File: src/rtl/bimux_nx1_reg.sv
// bimux_nx1_reg: registered N-to-1 bidirectional lane selector.
// Gathers one WIDTH-bit lane of a CHANNELS-wide bus onto rsp_data, or
// scatters req_data onto a selected lane. Scattered values are held in
// per-lane registers. A one-cycle turnaround with every driver released
// is inserted whenever the transfer direction changes. Tristate pads
// outside this block consume lane_out/lane_oe.
module bimux_nx1_reg #(
    parameter int WIDTH    = 1,
    parameter int CHANNELS = 8,
    parameter int SEL_W    = 3
) (
    input  logic                      clk,
    input  logic                      rst_n,
    input  logic                      req_valid,
    output logic                      req_ready,
    input  logic                      req_dir,
    input  logic [SEL_W-1:0]          req_sel,
    input  logic [WIDTH-1:0]          req_data,
    input  logic [CHANNELS*WIDTH-1:0] lane_in,
    output logic [CHANNELS*WIDTH-1:0] lane_out,
    output logic [CHANNELS-1:0]       lane_oe,
    output logic                      dir_q,
    output logic                      rsp_valid,
    output logic [WIDTH-1:0]          rsp_data,
    output logic                      rsp_err
);

    // Transfer sequencing: wait for a request, optionally turn the bus
    // around, then spend exactly one cycle moving data.
    typedef enum logic [1:0] {
        IDLE = 2'd0,
        TURN = 2'd1,
        XFER = 2'd2
    } state_t;

    // Number of real lanes, widened by one bit so that a select equal to
    // 2**SEL_W - 1 can still be compared against CHANNELS == 2**SEL_W.
    localparam logic [SEL_W:0] LANE_LIMIT = (SEL_W+1)'(CHANNELS);

    state_t              state;
    state_t              state_nxt;

    // Request fields captured in the accept cycle; later req_* activity
    // is ignored until the block returns to IDLE.
    logic                cap_dir;
    logic [SEL_W-1:0]    cap_sel;
    logic [WIDTH-1:0]    cap_data;

    // Sticky set of lanes written since the current scatter phase began.
    logic [CHANNELS-1:0] mask;

    logic                accept;
    logic                sel_ok;
    logic                in_xfer;
    logic                in_turn;
    logic [WIDTH-1:0]    gather_val;

    assign req_ready = (state == IDLE);
    assign accept    = req_valid && req_ready;
    assign in_xfer   = (state == XFER);
    assign in_turn   = (state == TURN);
    assign sel_ok    = ({1'b0, cap_sel} < LANE_LIMIT);

    // Next-state decision: a direction change detours through TURN.
    always_comb begin
        // NOTE: every combinational output gets a default first so no
        // path through the case leaves it unassigned (which infers a latch).
        state_nxt = state;
        case (state)
            IDLE: begin
                if (accept) begin
                    state_nxt = (req_dir != dir_q) ? TURN : XFER;
                end
            end
            TURN:    state_nxt = XFER;
            XFER:    state_nxt = IDLE;
            default: state_nxt = IDLE;
        endcase
    end

    // State register; reset aborts any transfer in flight.
    always_ff @(posedge clk or negedge rst_n) begin
        // NOTE: clocked state uses non-blocking assignments so every
        // register samples the pre-edge values of the others.
        if (!rst_n) begin
            state <= IDLE;
        end else begin
            state <= state_nxt;
        end
    end

    // Capture the request in the accept cycle only.
    always_ff @(posedge clk or negedge rst_n) begin
        if (!rst_n) begin
            cap_dir  <= 1'b0;
            cap_sel  <= '0;
            cap_data <= '0;
        end else if (accept) begin
            cap_dir  <= req_dir;
            cap_sel  <= req_sel;
            cap_data <= req_data;
        end
    end

    // Committed direction changes only at the end of the turnaround cycle.
    always_ff @(posedge clk or negedge rst_n) begin
        if (!rst_n) begin
            dir_q <= 1'b0;
        end else if (in_turn) begin
            dir_q <= cap_dir;
        end
    end

    // Gather mux: pick the selected lane from the live lane bus. It is
    // consumed only in XFER, so lane_in is effectively sampled then.
    always_comb begin
        gather_val = '0;
        for (int k = 0; k < CHANNELS; k++) begin
            if (cap_sel == SEL_W'(k)) begin
                gather_val = lane_in[k*WIDTH +: WIDTH];
            end
        end
    end

    // Per-lane held drive values and the sticky drive mask. The mask is
    // wiped in TURN so a new scatter phase starts with nothing driven,
    // while the held values survive direction changes.
    always_ff @(posedge clk or negedge rst_n) begin
        // NOTE: lane_out is a small flop bank rather than a RAM, so it is
        // reset along with everything else; pads see known zeros.
        if (!rst_n) begin
            lane_out <= '0;
            mask     <= '0;
        end else if (in_turn) begin
            mask <= '0;
        end else if (in_xfer && cap_dir && sel_ok) begin
            for (int k = 0; k < CHANNELS; k++) begin
                if (cap_sel == SEL_W'(k)) begin
                    lane_out[k*WIDTH +: WIDTH] <= cap_data;
                    mask[k]                    <= 1'b1;
                end
            end
        end
    end

    // Response: one-cycle valid pulse at XFER exit; data and error hold
    // until the next completion.
    always_ff @(posedge clk or negedge rst_n) begin
        if (!rst_n) begin
            rsp_valid <= 1'b0;
            rsp_data  <= '0;
            rsp_err   <= 1'b0;
        end else begin
            rsp_valid <= in_xfer;
            if (in_xfer) begin
                if (!sel_ok) begin
                    rsp_data <= '0;
                    rsp_err  <= 1'b1;
                end else if (cap_dir) begin
                    rsp_data <= cap_data;
                    rsp_err  <= 1'b0;
                end else begin
                    rsp_data <= gather_val;
                    rsp_err  <= 1'b0;
                end
            end
        end
    end

    // Drivers are enabled only while committed to scatter and never
    // during the turnaround cycle.
    assign lane_oe = (dir_q && !in_turn) ? mask : '0;

endmodule

File: config.mk
export PLATFORM = sky130hd
export DESIGN_NAME = bimux_nx1_reg
export DESIGN_NICKNAME = d
export VERILOG_FILES = /design/src/rtl/bimux_nx1_reg.sv
export SDC_FILE = /design/constraint.sdc
export NUM_CORES = 1
export LEC_CHECK = 0
export BUFFER_PORTS_ARGS = -buffer_cell sky130_fd_sc_hd__clkbuf_2
export CAP_MARGIN = 20
export CORE_UTILIZATION = 40
export CTS_CLUSTER_DIAMETER = 200
export CTS_CLUSTER_SIZE = 10
export DETAILED_ROUTE_END_ITERATION = 10
export PLACE_DENSITY = 0.73
export SYNTH_ARGS = -nofsm -noshare
export SYNTH_HDL_FRONTEND = slang
export SYNTH_SLANG_ARGS = --single-unit
File: constraint.sdc
create_clock -name clk -period 1.5 [get_ports clk]
set_input_delay 0.15 -clock clk [delete_from_list [all_inputs] [get_ports clk]]
set_output_delay 0.15 -clock clk [all_outputs]
set_load 0.02 [all_outputs]
==> key figures <==
Clock tree
  • CTS Sinks: 26
  • Root Driver: clkbuf_4
  • Skew-Pair Late Insertion Delay: 0.32 ns
  • Total CTS buffers: 3
  • H-Tree Depth: 1
  • Clock Tree Buf Depth: 2
  • CTS tree: built
  • Clock-pin slew on the worst setup and hold paths: 0.12 ns

Die
  • Die area: 0.00326 mm²
  • Die width: 57.1 µm
  • Core ar.: 0.00281 mm²
  • Ports: 37
  • Num rows: 19
  • Die Y: 57.1 µm
  • Initial Utilization: 43.3%

Detailed routing
  • Avg Vias per Cell: 5.20
  • Initial DRC Count: 25
  • DR pass1 iterations: 7
  • DR WL/cell: 13.6 µm
  • Final ANT Viol Nets: 0
  • Post-route DRC violation count: 4
  • DR vias: 925
  • Post-Route WL: 2420 µm

Layout
  • Area Growth Syn to Fin: 24.1%
  • Diodes inserted: 0
  • Design Area, Final: 0.00151 mm²
  • Ratio of cells with drive above 1 in the final layout: 45.6%
  • Commonest non-fill, non-tap cells in the layout: clkbuf_2, dfrtp_1, nand2_1
  • Fin nets: 165
  • Finished Layout Cells: 178
  • Most common cell after layout, fill and taps aside: clkbuf_2

Yosys
  • Mapped Cells: 108
  • Area leader, netlist: dfrtp_1
  • Synthesis Warnings: 0
  • Mapped cell area: 0.00121 mm²
  • Area share of the largest cell type after synthesis: 53.6%
  • Mean Syn Cell Area: 11.2 µm²
  • Ranking of synthesized cells by area: dfrtp_1, mux2_2, and3_1
  • EDFF count, synth: 0
  • Seq/Total Area, Yosys: 53.6%
  • Syn_nets: 124
  • Main synth FF type: dfrtp_1
  • Yosys reg bits: 26
  • Post-synth ARST share: 100%
  • Yosys cell types: 34

STA
  • Final hold vios: 0
  • Final worst slack: -0.0742 ns
  • Slew Viols, Final: 0
  • Layout Skew: 0.00731 ns
  • Max_slew headroom: 57.9%
  • Fmax: 635 MHz
  • Unrepaired setup endpoints after global routing: true
  • Final setup viols: 8
  • Hold Slack: 0.0318 ns
  • Final total negative setup slack: -0.533 ns
  • Final Critical Period: 1.57 ns
  • Final worst-path cycle share: 105%
  • Worst slew pin tran: 0.631 ns

Place
  • GP Congestion: 0.714
  • Inst Count DP: 170
  • I/O Buffers: 35
  • Placed inst area: 0.00142 mm²
  • HPWL after DPL: 1740 µm

Global route
  • M2 GR Usage: 28.1%
  • Vias in the first global route: 908
  • GRT Max-Usage Layer: met2
  • Initial antenna violation count: 0
  • First-pass GRT wire length: 3980 µm
  • Largest net degree at the start of global routing: 27
  • Total grt overflow: 0
  • Routing usage on met3: 2.49%
  • Total GRT Usage: 15.5%
  • Grt met1 use: 19.3%

Setup path
  • CP endpoint kind: output pin
  • Critical path type: reg -> out
  • Type of origin of the critical path: flip-flop
  • Crit path arrival time: 1.42 ns
  • Critical Path RT: 1.35 ns
  • Critical path peak fanout: 14

Run
  • MaxCap Viol Count: 0

Hold path
  • Worst hold path type: in -> reg

Power and ir drop
  • Leakage: 0.829 nW
  • Total power draw: 0.00302 W
  • Power Dens Cells: 2010 mW/mm²
  • Worst VDD drop: 1.48 mV

Status
  • Failing checks: DRC, setup timing
  • Status: finished with violations
[registers in the layout (all words and copies together) (netlist names)]
signal / cells
rsp_valid: 1
mask: 8
cap_data: 1
dir_q: 1
cap_dir: 1
state: 2
cap_sel: 3
rsp_data: 1
lane_out: 8
[report_power, final]
part           switching [W]  total, W  internal, W
clock network       0.000193  0.000287    0.0000941
registers           0.000335   0.00135      0.00102
logic               0.000736   0.00139     0.000650
total                0.00126   0.00302      0.00176
[timing repair]
item,CTS,global route
hold buffers,1,0
pin swaps,0,2
resized for setup,3,11
buffers inserted,3,1
endpoints found under the setup margin,8,12
hold endpoints to repair,26,0
[synthesized netlist by cell type (3+ instances only)]
library cell,number
nand3b_1,3
mux2_2,10
dfrtp_1,26
nor2_1,4
nand2_1,13
a21o_1,4
o21ai_0,6
buf_2,3
inv_1,3
and3_1,8
[worst paths after layout]
check / start / to / slack (ns) / depth (start not counted)
min in group asynchronous: rst_n / lane_out[5]$_DFFE_PN0P_ / 0.38 / 2
min reg2reg: mask[1]$_DFFE_PN0P_ / mask[1]$_DFFE_PN0P_ / 0.48 / 2
max reg2reg: state[1]$_DFFE_PN0P_ / lane_out[3]$_DFFE_PN0P_ / 0.05 / 6
max: state[0]$_DFFE_PN0P_ / lane_oe[1] / -0.07 / 3
max in group asynchronous: rst_n / cap_sel[1]$_DFFE_PN0P_ / 0.68 / 2
min: req_data / cap_data$_DFFE_PN0P_ / 0.03 / 3
[layout make-up]
cell class	instances	area (µm²)
fill	250	1300
sequential	26	653
inverter	4	17.5
multi-input combinational	71	538
clock buffer	3	22.5
tap	31	38.8
timing repair buffer	43	238
[per-layer routing]
| metal | vias to the layer above | part of all wire, % |
|---|---|---|
| met1 | 443 | 44 |
| li1 | 453 | - |
| met5 | - | 0 |
| met2 | 27 | 51 |
| met3 | 2 | 4.9 |
| met4 | 0 | 1.0 |
[logic make-up after synthesis]
| logic type | share of synthesized area [%] |
|---|---|
| simple gates | 20.6 |
| flops | 53.6 |
| compound gates | 8.45 |
| mux | 12.3 |
| buf+inv | 4.12 |
| xor+xnor | 0.721 |
| other cells | 0.309 |
[stage by stage]
stage	setup WS, ns	utilization [%]
finish	-0.0742	53.7
global route	-0.122	53.7
CTS	-0.0680	52.7
detailed placement	0.0284	50.6
global placement	0.0847	50.6
floorplan	0.103	-
[worst max-delay path, cell delays in order (launching register included)]
cell and delay [ns]:
dfrtp_1 0.41, or2b_4 0.35, and3_1 0.20, clkbuf_2 0.15
No activity file was read; power rests on OpenSTA's default activity.
